[config.mk]
export PLATFORM = sky130hd
export DESIGN_NAME = ysyx_23060042_mdu
export DESIGN_NICKNAME = d
export VERILOG_FILES = /design/src/rtl/ysyx_23060042_pkg.sv /design/src/rtl/ysyx_23060042_mdu_negate.sv /design/src/rtl/ysyx_23060042_mdu.sv
export SDC_FILE = /design/constraint.sdc
export NUM_CORES = 1
export LEC_CHECK = 0
export CAP_MARGIN = 15
export CORE_MARGIN = 5
export CORE_UTILIZATION = 35
export CTS_CLUSTER_SIZE = 30
export DETAILED_ROUTE_END_ITERATION = 7
export GPL_ROUTABILITY_DRIVEN = 0
export SLEW_MARGIN = 10
export SYNTH_ARGS = -nofsm -noshare
export SYNTH_HDL_FRONTEND = slang
export SYNTH_SLANG_ARGS = --single-unit
[constraint.sdc]
create_clock -name clk -period 9.1 [get_ports clk]
set_input_delay 1.82 -clock clk [delete_from_list [all_inputs] [get_ports clk]]
set_output_delay 1.82 -clock clk [all_outputs]
set_load 0.03 [all_outputs]
[src/rtl/ysyx_23060042_pkg.sv]
// Shared types and constants for the iterative RV32M multiply/divide unit.
package ysyx_23060042_pkg;

  localparam int MDU_STEPS = 32;

  typedef enum logic [2:0] {
    OP_MUL    = 3'b000,
    OP_MULH   = 3'b001,
    OP_MULHSU = 3'b010,
    OP_MULHU  = 3'b011,
    OP_DIV    = 3'b100,
    OP_DIVU   = 3'b101,
    OP_REM    = 3'b110,
    OP_REMU   = 3'b111
  } mdu_op_e;

  typedef enum logic [1:0] {
    IDLE = 2'd0,
    BUSY = 2'd1,
    DONE = 2'd2
  } mdu_state_e;

  // MUL only keeps the low half, so its operand signedness is irrelevant
  function automatic logic op_a_signed(mdu_op_e op);
    return op inside {OP_MULH, OP_MULHSU, OP_DIV, OP_REM};
  endfunction

  function automatic logic op_b_signed(mdu_op_e op);
    return op inside {OP_MULH, OP_DIV, OP_REM};
  endfunction

endpackage

[src/rtl/ysyx_23060042_mdu_negate.sv]
// Conditional two's-complement: y = en ? -a : a.
module ysyx_23060042_mdu_negate #(
  parameter int XLEN = 32
) (
  input  logic            en,
  input  logic [XLEN-1:0] a,
  output logic [XLEN-1:0] y
);

  assign y = en ? (~a + XLEN'(1)) : a;

endmodule

[src/rtl/ysyx_23060042_mdu.sv]
// Iterative RV32M unit: shift-add multiply / restoring divide on magnitudes,
// one radix-2 step per cycle, sign fixed up on the last step.
module ysyx_23060042_mdu
  import ysyx_23060042_pkg::*;
#(
  parameter int XLEN = 32
) (
  input  logic            clk,
  input  logic            rst_n,
  input  logic            in_valid,
  output logic            in_ready,
  input  logic [2:0]      MduOp,
  input  logic [XLEN-1:0] data1,
  input  logic [XLEN-1:0] data2,
  input  logic            flush,
  output logic            out_valid,
  input  logic            out_ready,
  output logic [XLEN-1:0] out
);

  localparam int CW = $clog2(MDU_STEPS);

  mdu_state_e          state, state_nxt;
  logic [CW-1:0]       cnt;
  mdu_op_e             op;
  logic                neg_res;
  logic [2*XLEN-1:0]   prod;   // hi: partial product; lo: multiplier or dividend/quotient
  logic [XLEN-1:0]     mcand;  // multiplicand or divisor magnitude
  logic [XLEN-1:0]     rem;
  logic [XLEN-1:0]     res;

  mdu_op_e   op_in;
  logic      a_neg, b_neg, accept, step, last;
  logic      div_zero, div_ovf, special;
  logic [XLEN-1:0] a_abs, b_abs, special_res;

  assign op_in  = mdu_op_e'(MduOp);
  assign a_neg  = op_a_signed(op_in) & data1[XLEN-1];
  assign b_neg  = op_b_signed(op_in) & data2[XLEN-1];
  assign accept = (state == IDLE) && in_valid && !flush;
  assign step   = (state == BUSY) && !flush;
  assign last   = step && (cnt == '0);

  ysyx_23060042_mdu_negate #(.XLEN(XLEN)) u_abs_a (.en(a_neg), .a(data1), .y(a_abs));
  ysyx_23060042_mdu_negate #(.XLEN(XLEN)) u_abs_b (.en(b_neg), .a(data2), .y(b_abs));

  assign div_zero = op_in[2] && (data2 == '0);
  assign div_ovf  = (op_in == OP_DIV || op_in == OP_REM) &&
                    (data1 == {1'b1, {(XLEN-1){1'b0}}}) && (data2 == '1);
  assign special  = div_zero || div_ovf;

  // op[1] separates REM/REMU from DIV/DIVU
  always_comb begin
    special_res = '0;
    if (div_zero)  special_res = op_in[1] ? data1 : '1;
    else           special_res = op_in[1] ? '0 : {1'b1, {(XLEN-1){1'b0}}};
  end

  // one datapath step
  logic [XLEN:0]     add_sum, rem_sh;
  logic [2*XLEN-1:0] mul_nxt;
  logic [XLEN-1:0]   quo_nxt, rem_nxt;
  logic              rem_ge;

  assign add_sum = {1'b0, prod[2*XLEN-1:XLEN]} + (prod[0] ? {1'b0, mcand} : '0);
  assign mul_nxt = {add_sum, prod[XLEN-1:1]};
  assign rem_sh  = {rem, prod[XLEN-1]};
  assign rem_ge  = rem_sh >= {1'b0, mcand};
  assign rem_nxt = rem_ge ? XLEN'(rem_sh - {1'b0, mcand}) : rem_sh[XLEN-1:0];
  assign quo_nxt = {prod[XLEN-2:0], rem_ge};

  // sign correction of the finished result
  logic [XLEN-1:0] lo_raw, lo_fix, hi_neg, hi_fix, step_res;

  always_comb begin
    lo_raw = rem_nxt;
    if (op == OP_MUL)                        lo_raw = mul_nxt[XLEN-1:0];
    else if (op == OP_DIV || op == OP_DIVU)  lo_raw = quo_nxt;
  end

  ysyx_23060042_mdu_negate #(.XLEN(XLEN)) u_neg_lo (.en(neg_res), .a(lo_raw), .y(lo_fix));
  ysyx_23060042_mdu_negate #(.XLEN(XLEN)) u_neg_hi (.en(neg_res), .a(mul_nxt[2*XLEN-1:XLEN]), .y(hi_neg));

  // high half of -P only gets the +1 carry when the low half is zero
  assign hi_fix   = (neg_res && mul_nxt[XLEN-1:0] != '0) ? ~mul_nxt[2*XLEN-1:XLEN] : hi_neg;
  assign step_res = (op inside {OP_MULH, OP_MULHSU, OP_MULHU}) ? hi_fix : lo_fix;

  always_comb begin
    state_nxt = state;
    if (flush) state_nxt = IDLE;
    else begin
      case (state)
        IDLE:    if (in_valid) state_nxt = special ? DONE : BUSY;
        BUSY:    if (cnt == '0) state_nxt = DONE;
        DONE:    if (out_ready) state_nxt = IDLE;
        default: state_nxt = IDLE;
      endcase
    end
  end

  always_ff @(posedge clk) begin
    if (!rst_n) begin
      state   <= IDLE;
      cnt     <= '0;
      op      <= OP_MUL;
      neg_res <= 1'b0;
      prod    <= '0;
      mcand   <= '0;
      rem     <= '0;
      res     <= '0;
    end else begin
      state <= state_nxt;
      if (accept) begin
        op      <= op_in;
        neg_res <= op_in[1] && op_in[2] ? a_neg : (a_neg ^ b_neg);
        rem     <= '0;
        if (special) begin
          res <= special_res;
          cnt <= '0;
        end else begin
          prod  <= {{XLEN{1'b0}}, a_abs};
          mcand <= b_abs;
          cnt   <= CW'(MDU_STEPS - 1);
        end
      end else if (step) begin
        if (op[2]) begin
          prod[XLEN-1:0] <= quo_nxt;
          rem            <= rem_nxt;
        end else begin
          prod <= mul_nxt;
        end
        if (last) res <= step_res;
        else      cnt <= cnt - CW'(1);
      end
    end
  end

  assign in_ready  = (state == IDLE);
  assign out_valid = (state == DONE);
  assign out       = res;

endmodule

==> impl_metrics.tcl <==
set metrics [dict create \
    post-route-drc-count 0 \
    slowest_stage "buf_4" \
    cp.arrival_ns 6.21 \
    ys_seq_area_frac 0.2163 \
    grt_usage 0.2413 \
    critPathBufInv 2 \
    dp_hpwl_um 48250 \
    grt_pass1_wl_um 95140 \
    combPwrFrac 0.329 \
    initialDrtViolationCount 2255 \
    nNetsFinal 2366 \
    yosys_warnings 0 \
    core_area_um2 45090 \
    initial_core_util 0.3510 \
    p_leak_nw 6.428 \
    power_mw 2.320 \
    area_growth_pct 12.32 \
    cap_viol_max_count 0 \
    syn-instance-count 2230 \
    ctsResizeCount 0 \
    power.internal_mw 1.445 \
    route.antenna.remaining_nets 0 \
    syn_area_per_cell_um2 7.098 \
    endpoint_kind "register" \
    seq_power_share 0.345 \
    post-route-period-util 0.6479 \
    crit_path_max_incr_delay_ns 0.70 \
    diodes 0 \
    rsz0062_at_grt "no" \
    cpLargestDelayFamily "simple AND/OR/NAND/NOR gates" \
    cts_buffers 17 \
    num_rows 78 \
    post-route-min-period_ns 5.896 \
    tns_ns 0 \
    relSlewSlack 0.2416 \
    drt-pass1-iter-count 6 \
    clk_latency_ns 0.46 \
    synth_area_leaders "dfxtp_1 (22%), a21oi_1 (6.1%), nand2_1 (6.0%)" \
    ctsRootBufferMaster "clkbuf_16" \
    final_area_um2 17780 \
    wl_um 63330 \
    synth_edf_count 0 \
    cts_tree "built" \
    cts_setup_buffers 0 \
    dpl_cell_area_um2 17190 \
    swShare 0.3771 \
    io_buffers 105 \
    setup_viol 0 \
    layoutNonFillerInstCount 2833 \
    worstMarginPinSlew_ns 1.135 \
    finalHoldViolCount 0 \
    irDropWorstVdd_mv 0.1474 \
    crit_chain "clkdlybuf4s50_1 > or4_1 > nor3_1 > nand2b_1 > or3_1 > or3_1 > nor4b_2 > nor2_1 > nand2_4 > buf_4 > o21ai_0 > a22oi_1 > nor2_1" \
    critPathLaunchType "input pin" \
    syn_nets 2375 \
    layout-drive-gt1-share 0.04568 \
    hp-class "register to register" \
    finClkSkew_ns 0.01325 \
    clkPwrFrac 0.325 \
    clk_pin_slew_worst_paths_ns 0.07 \
    clk_path_buf_depth 2 \
    die_h_um 222.7 \
    ios 106 \
    p_per_area_nw_per_um2 130.5 \
    required_ns 9.42 \
    wl_per_cell_um 22.36 \
    grt_pass1_vias 16050 \
    fmax_mhz 169.6 \
    worstSetupPathType "input pin to register" \
    layout_commonest_cell "nand2_1" \
    chipWidth_um 222.7 \
    status "finished, final reports clean" \
    drv_slew 0 \
    synth_top_cell_area_share 0.2163 \
    cts.sinks 171 \
    synth-seq-cells 171 \
    route.vias.total 17480 \
    yosys.cell_types.count 90 \
    grt_overflow 0 \
    die_area_um2 49580 \
    cp_max_fo 93 \
    async_flop_share 0 \
    final_cell_mix "nand2_1 (252), nor2_1 (224), a21oi_1 (194)" \
    dp_cells 2801 \
    yosys.area.top_type "dfxtp_1" \
    holdBufCountCts 0 \
    grt_max_degree 94 \
    htree_levels 4 \
    synth_ff_type "dfxtp_1" \
    finalWorstSetupSlack_ns 3.204 \
    switchingPower_uw 874.8 \
    pre_cts_slack_ns 2.775 \
    synth_area_um2 15830 \
    antenna_found_initial 0 \
    viasPerCell 6.170 \
]
==> synthesized netlist by cell type, drive strengths merged, types with 29 or more instances <==
library cell,n
dfxtp,171
mux2i,44
and2,37
xnor2,85
o211ai,56
inv,72
o31ai,32
nor4,29
nand2,254
nand4,37
xor2,59
a21oi,197
nor3,55
nor2,227
o21ai,163
ha,71
clkbuf,126
buf,29
nand3,65
a31oi,61
a211oi,61
==> kinds of logic (layout without fill, tap and decap cells) <==
logic type               count (synthesis)  after routing  synth area share
adder cells (fa/ha/maj)                 73             73           0.05866
XOR/XNOR                               144            144           0.07968
AND/OR/NAND/NOR                        807            807            0.2429
multiplexers                            52             52           0.03352
flip-flops                             171            171            0.2163
buffers and inverters                  227            230           0.05668
AO/OA/AOI/OAI                          756            756            0.3123
==> final timing paths <==
kind / start / endpoint / slack (ns) / cells past startpoint
setup reg to reg: mcand[8] / out[25] / 3.70 / 15
setup / recovery: data2[13] / cnt[2] / 3.20 / 13
hold / removal: prod[63] / prod[63] / 0.48 / 2
hold reg to reg: prod[63] / prod[63] / 0.48 / 2
==> flip-flops by register name (all words and copies together), names as in the netlist <==
register,flops
out,32
cnt,5
neg_res,1
op,3
rem,32
state,2
mcand,32
prod,64
==> layer usage <==
metal  routed length, µm  up-vias  track usage
li1                    -     8225            -
met1               27000     8340       0.3207
met2               29490      794       0.3984
met3                4369      121      0.03369
met4                2473        0      0.09071
met5                   0        -            0
==> tightest hold or removal path: stages, from the launching register on <==
cell and delay [ns]:
dfxtp_1 0.32, nand3_1 0.06, a21oi_1 0.05
==> through the flow <==
stage               hold WS (ns)    util
finish                    0.4775  0.3943
global route              0.4914  0.3943
CTS                       0.4784  0.3941
detailed placement        0.4679  0.3813
global placement          0.4588  0.3813
floorplan                 0.4403       -
==> area by class of cell <==
cell class	count	area [µm²]
fillers	4717	27310
multi-input cells	1832	11540
flip-flops and latches	171	3426
repair buffers	127	1216
well taps	600	750.7
clock buffers	20	456.7
inverters	72	271.5
clock inverters	11	121.4
==> power groups by stage <==
stage                     sequential [mW]  clock [mW]  combinational, mW
after floorplan                     0.813           0              0.487
after global placement              0.816           0              0.732
after detailed placement            0.817           0              0.738
after CTS                           0.800       0.763              0.742
after global routing                0.803       0.794              0.816
final                               0.801       0.755              0.764
No activity file was read; power rests on OpenSTA's default activity.
